==> config.mk <==
export PLATFORM = sky130hd
export DESIGN_NAME = dac_shift_controller
export DESIGN_NICKNAME = d
export VERILOG_FILES = /design/src/rtl/dac_shift_controller.sv
export SDC_FILE = /design/constraint.sdc
export NUM_CORES = 1
export LEC_CHECK = 0
export BUFFER_PORTS_ARGS = -buffer_cell sky130_fd_sc_hd__buf_2
export CORE_UTILIZATION = 25
export CTS_CLUSTER_SIZE = 24
export DETAILED_ROUTE_END_ITERATION = 10
export SETUP_SLACK_MARGIN = 0.4
export SLEW_MARGIN = 0
export SYNTH_ARGS = -nofsm -noshare
export SYNTH_HDL_FRONTEND = slang
export SYNTH_SLANG_ARGS = --single-unit
==> constraint.sdc <==
create_clock -name clk_in -period 6.2 [get_ports clk_in]
set_input_delay 1.24 -clock clk_in [delete_from_list [all_inputs] [get_ports clk_in]]
set_output_delay 1.24 -clock clk_in [all_outputs]
set_load 0.02 [all_outputs]
==> src/rtl/dac_shift_controller.sv <==
// dac_shift_controller
// Automatic shift (gain) controller for the TX DAC output stage. It watches the
// signed 28-bit TX sample stream ahead of the DAC corrector and drives the
// corrector's shift so that the top 14 bits of the shifted sample keep as much
// resolution as possible without clipping. A loud sample reduces the shift at
// once (attack). A quiet window raises it by at most one step (release). A
// manual override exists for calibration.
//
// Ports:
//   clk_in          system clock
//   reset_n         synchronous active-low reset
//   DATA_IN[27:0]   signed TX sample, same stream fed to the corrector
//   data_valid      DATA_IN qualifier
//   tx_enable       automatic control enabled while high
//   manual_mode     forces manual_distance onto the output
//   manual_distance host-requested shift, clamped to MAX_SHIFT
//   distance[7:0]   registered shift to the corrector
//   clip_flag       one-cycle pulse on each attack event
//   peak_lz[4:0]    leading-zero count of the last completed window peak
//   state[1:0]      FSM state, for debug (0 IDLE, 1 MEASURE, 2 UPDATE, 3 MANUAL)
module dac_shift_controller #(
   parameter int WIN_LOG2  = 12,
   parameter int MAX_SHIFT = 14,
   parameter int HEADROOM  = 1
) (
   input  logic        clk_in,
   input  logic        reset_n,
   input  logic [27:0] DATA_IN,
   input  logic        data_valid,
   input  logic        tx_enable,
   input  logic        manual_mode,
   input  logic [7:0]  manual_distance,
   output logic [7:0]  distance,
   output logic        clip_flag,
   output logic [4:0]  peak_lz,
   output logic [1:0]  state
);

   localparam logic [1:0] ST_IDLE    = 2'd0;
   localparam logic [1:0] ST_MEASURE = 2'd1;
   localparam logic [1:0] ST_UPDATE  = 2'd2;
   localparam logic [1:0] ST_MANUAL  = 2'd3;
   localparam logic [7:0] MAX_SHIFT_L = 8'(MAX_SHIFT);

   // Leading zeros counted from bit 26; the highest set bit wins, zero gives 27.
   function automatic logic [4:0] count_lz(input logic [26:0] m);
      logic [4:0] n;
      n = 5'd27;
      for (int i = 0; i < 27; i++) begin
         if (m[i]) n = 5'(26 - i);
      end
      return n;
   endfunction

   // Shift that keeps HEADROOM guard bits free, clamped to 0..MAX_SHIFT.
   function automatic logic [7:0] safe_shift(input logic [4:0] x);
      int v;
      v = int'(x) - HEADROOM;
      if (v < 0) v = 0;
      else if (v > MAX_SHIFT) v = MAX_SHIFT;
      return 8'(v);
   endfunction

   // ---------------- stage 1: magnitude and leading zeros ----------------
   // One's complement for negatives keeps -2^27 representable in 27 bits.
   logic [26:0] mag;
   logic [4:0]  lz;
   assign mag = DATA_IN[27] ? ~DATA_IN[26:0] : DATA_IN[26:0];
   assign lz  = count_lz(mag);

   logic [26:0] s1_mag_q;
   logic [4:0]  s1_lz_q;
   logic        s1_valid_q;

   always_ff @(posedge clk_in) begin
      if (!reset_n) begin
         s1_valid_q <= 1'b0;
         s1_mag_q   <= '0;
         s1_lz_q    <= 5'd27;
      end else begin
         s1_valid_q <= data_valid;
         s1_mag_q   <= mag;
         s1_lz_q    <= lz;
      end
   end

   // ---------------- stage 2: control decision ----------------
   logic [1:0]          state_q, state_d;
   logic [7:0]          distance_q, distance_d;
   logic                clip_q, clip_d;
   logic [4:0]          peak_lz_q, peak_lz_d;
   logic [26:0]         peak_q, peak_d;
   logic [WIN_LOG2-1:0] cnt_q, cnt_d;

   logic        attack;
   logic [26:0] peak_max;
   logic [4:0]  peak_lz_now;
   logic [7:0]  target;

   assign attack      = s1_valid_q && (int'(s1_lz_q) < int'(distance_q) + HEADROOM);
   assign peak_max    = (s1_mag_q > peak_q) ? s1_mag_q : peak_q;
   assign peak_lz_now = count_lz(peak_q);
   assign target      = safe_shift(peak_lz_now);

   always_comb begin
      state_d    = state_q;
      distance_d = distance_q;
      clip_d     = 1'b0;
      peak_lz_d  = peak_lz_q;
      peak_d     = peak_q;
      cnt_d      = cnt_q;
      if (manual_mode) begin
         // Override: report clipping but leave the shift under host control.
         state_d    = ST_MANUAL;
         distance_d = (manual_distance > MAX_SHIFT_L) ? MAX_SHIFT_L : manual_distance;
         clip_d     = attack;
         peak_d     = '0;
         cnt_d      = '0;
      end else if (state_q == ST_MANUAL || !tx_enable) begin
         state_d = ST_IDLE;
         peak_d  = '0;
         cnt_d   = '0;
      end else begin
         case (state_q)
            ST_IDLE: begin
               state_d = ST_MEASURE;
               peak_d  = '0;
               cnt_d   = '0;
            end
            ST_MEASURE: begin
               if (s1_valid_q) begin
                  peak_d = peak_max;
                  cnt_d  = cnt_q + 1'b1;
                  if (attack) begin
                     distance_d = safe_shift(s1_lz_q);
                     clip_d     = 1'b1;
                  end
                  // Last sample of the window: its magnitude is already in peak_d.
                  if (&cnt_q) state_d = ST_UPDATE;
               end
            end
            ST_UPDATE: begin
               peak_lz_d = peak_lz_now;
               state_d   = ST_MEASURE;
               // A sample arriving now opens the next window.
               peak_d    = s1_valid_q ? s1_mag_q : '0;
               cnt_d     = WIN_LOG2'(s1_valid_q);
               if (attack) begin
                  distance_d = safe_shift(s1_lz_q);
                  clip_d     = 1'b1;
               end else if (target > distance_q) begin
                  distance_d = distance_q + 8'd1;
               end
            end
            default: state_d = ST_IDLE;
         endcase
      end
   end

   always_ff @(posedge clk_in) begin
      if (!reset_n) begin
         state_q    <= ST_IDLE;
         distance_q <= 8'd0;
         clip_q     <= 1'b0;
         peak_lz_q  <= 5'd27;
         peak_q     <= '0;
         cnt_q      <= '0;
      end else begin
         state_q    <= state_d;
         distance_q <= distance_d;
         clip_q     <= clip_d;
         peak_lz_q  <= peak_lz_d;
         peak_q     <= peak_d;
         cnt_q      <= cnt_d;
      end
   end

   assign distance  = distance_q;
   assign clip_flag = clip_q;
   assign peak_lz   = peak_lz_q;
   assign state     = state_q;

endmodule

==> key figures <==
Outcome
  – Status: finished clean

Critical path
  – Origin of the critical flop-to-flop path: peak_q[4]
  – Setup Crit Path Kind: flip-flop to flip-flop
  – CP Launch Type: flip-flop
  – Worst Path Required: around 6.4 ns
  – Crit-path cells: inv_1, a221oi_1, o41ai_1, o22ai_1, a211oi_1, inv_1, ha_1, nand2_1, a21oi_1, a2bb2oi_1, a21oi_1, ha_1, nor2b_1, o21a_1, o21bai_1, a21oi_1, or2_1, o211a_1, o31a_1
  – Worst path top cell family by delay: compound AO/OA/AOI/OAI gates
  – CP Launch Point: peak_q[4]
  – Worst Path Buf+Inv: 2
  – Data arrival, critical path: roughly 4.3 ns
  – CP peak stage delay: ~0.40 ns
  – CP max-delay cell: dfxtp_1
  – Worst path depth: 19
  – Depth of the most critical reg-to-reg path: 19
  – Crit Path Max Fanout: 6
  – Critical Path Sink Type: flip-flop
  – Most used cell, CP: a21oi_1

Drt
  – Wirelength per Cell: around 13 µm
  – Drt pass-1 iters: 5
  – First-iteration detailed-routing DRC count: ~260
  – Routed vias/inst: about 4.8
  – Number of antenna-violating nets in the routed design: 0
  – Total Wirelength: roughly 14,000 µm
  – Via count: about 5,200
  – Residual DRC count: 0

Synthesis
  – Gate Count Post-Synth: 740
  – Seq/Total Area, Yosys: 0.3034
  – Synth Net Count: just over 800
  – Synth top area share: 0.3034
  – Main synth FF type: dfxtp_1
  – Syn Area/Cell: a little under 8 µm²
  – FF+latch count, synth: 88
  – Cell Area, Synth: approximately 5800 µm²
  – Async SR Flop Fraction: 0
  – Number of enable flip-flop cells after synthesis: 0
  – Dominant cells by area after synthesis: dfxtp_1 (30%), ha_1 (10%), nand2_1 (7.1%)
  – Post-synth top cells: nand2_1 (110), dfxtp_1 (88), a21oi_1 (52)
  – Synth area leader: dfxtp_1
  – Synth warn: 0
  – Distinct cells, synth: 67
  – Top-count cell post-synth: nand2_1

STA
  – Final Hold Viols: 0
  – Worst slew margin relative to its limit: 0.5121
  – Unrepaired setup endpoints after global routing: no
  – Worst Clk Skew: between 0.01 and 0.015 ns
  – F_max: 246.1 MHz
  – Final Slew Violations: 0
  – Final critical-path required period: slightly above 4 ns
  – Post-route setup TNS: 0 ns
  – Setup Viol. Count Final: 0
  – Worst-Margin Slew: ~0.73 ns
  – Final period util: 0.6554

Clock network
  – Clock sinks: 88
  – Worst-path clk slew: ~0.06 ns
  – Htree depth: 3
  – Root Driver: clkbuf_16
  – Total CTS buffers: 9
  – Clk_lat worst skew: ~0.35 ns
  – Resize count post-CTS: 0
  – CTS tree: yes
  – CTS Buffer Depth: 2
  – Hold Buf Count CTS: 0
  – Post-CTS Setup Inserts: 0

GRT
  – Met1 Resource Use GR: 0.1610
  – Largest net degree at the start of global routing: a little over 50
  – Tot GR Track Use: 0.1247
  – Global Route met2 Usage: 0.2099
  – Vias in the first global route: around 4,700
  – M3 GR Usage: 0.01625
  – GR peak layer: met2
  – First-pass GRT wire length: 23,870 µm
  – Initial antenna violation count: 0
  – Remaining Overflow, GRT: 0

Min path
  – Hold path cells: 2
  – Worst hold path type: flip-flop to flip-flop
  – Hold wc startpoint: s1_mag_q[12]

Floorplanning
  – Die width: about 150 µm
  – Starting Density: 0.2557
  – Die span in y: about 150 µm
  – # rows: 55
  – Core ar.: 22,710 µm²
  – Die area: 23,840 µm²
  – IO Pins: 57

Power and ir drop
  – Peak supply drop: ~0.12 mV
  – Leakage: 2.719 nW
  – Power per cell area: about 220 nW/µm²
  – Tot Pwr: roughly 0.0015 W

Layout
  – Syn-to-layout area delta: 15.17%
  – Layout cells sized above 1: 0.1094
  – Ant diodes: 0
  – Fin util: 0.2945
  – Nets: a little under 900

Job
  – Max-cap violations: 0

Place
  – # port buffers: 56
  – Post-DP HPWL: 11,090 µm
  – Gp weighted congestion: 0.8247
layer usage:
layer / part of all wire / vias up
li1: - / 2686
met1: 0.49 / 2393
met3: 0.020 / 16
met5: 0 / -
met2: 0.47 / 75
met4: 0.019 / 0
report_power, final:
group | internal (W) | switching, W | total (W)
combinational | 0.000107 | 0.000153 | 0.000260
sequential | 0.000587 | 0.0000221 | 0.000609
clock | 0.000366 | 0.000225 | 0.000591
total | 0.00106 | 0.000400 | 0.00146
cell usage in the layout (no fill, tap or decap), types with 3 or more instances in the layout:
cell type,Yosys,routed
a21oi_1,52,52
and2_1,32,32
a211oi_1,5,5
a2111oi_0,3,3
clkbuf_16,0,9
mux2i_1,30,30
o21ai_0,40,40
nand2_1,110,110
and3_1,7,7
inv_1,49,49
or4_1,3,3
nor2_1,43,43
o211ai_1,14,14
buf_4,0,4
buf_2,6,56
o21a_1,4,4
a31oi_1,6,6
o21bai_1,3,3
xor2_1,33,33
nor3_1,25,25
xnor2_1,4,4
ha_1,48,48
nand4_1,10,10
o22ai_1,6,6
nor2b_1,6,6
nand2b_1,9,9
dfxtp_1,88,88
a311oi_1,4,4
nand3_1,19,19
or3_1,4,4
nor4_1,10,10
a21o_1,5,5
stage by stage:
step	cell area [µm²]	hold WS, ns	setup slack (ns)	std cells
final	6688	0.4589	2.136	1071
after global routing	6688	0.4735	1.800	1071
after CTS	6688	0.4640	2.169	1071
after detailed placement	6365	0.4632	2.185	1055
after global placement	6365	0.4585	2.303	1055
after floorplan	5807	0.4380	2.665	740
worst reg2reg max path, cell delays in order (launching register included):
cell	delay, ns
dfxtp_1	0.40
inv_1	0.08
a221oi_1	0.33
o41ai_1	0.12
o22ai_1	0.29
a211oi_1	0.11
inv_1	0.12
ha_1	0.19
nand2_1	0.09
a21oi_1	0.19
a2bb2oi_1	0.28
a21oi_1	0.12
ha_1	0.30
nor2b_1	0.13
o21a_1	0.16
o21bai_1	0.12
a21oi_1	0.16
or2_1	0.35
o211a_1	0.14
o31a_1	0.26
state kept, by name, indices dropped and copies added, names as in the netlist:
signal and count:
peak_q 27, s1_mag_q 27, cnt_q 12, distance 8, peak_lz 5, s1_lz_q 5, state 2, clip_flag 1
s1_valid_q 1
cell type report:
| type | instances | area, µm² |
|---|---|---|
| clock buffer | 12 | 246.5 |
| clock inverter | 4 | 76.32 |
| fill | 2453 | 16020 |
| inverter | 49 | 183.9 |
| multi-input combinational | 573 | 3752 |
| sequential | 88 | 1762 |
| tap | 285 | 356.6 |
| timing repair buffer | 60 | 310.3 |
path summary, 6_finish.rpt:
path | endpoint | slack (ns)
setup / recovery | distance[2] | 2.14
hold / removal | peak_q[12] | 0.46
setup reg to reg | distance[2] | 2.14
hold reg to reg | peak_q[12] | 0.46
kinds of logic (layout without fill, tap and decap cells):
group | after synthesis | after routing | synth area share
compound gates | 166 | 166 | 0.1832
other cells | 1 | 1 | 0.0006458
xor+xnor | 37 | 37 | 0.05581
fa+ha+maj | 48 | 48 | 0.1034
flops | 88 | 88 | 0.3034
buf+inv | 79 | 125 | 0.05365
simple gates | 291 | 291 | 0.2482
mux | 30 | 30 | 0.05171
No activity file was read; power rests on OpenSTA's default activity.
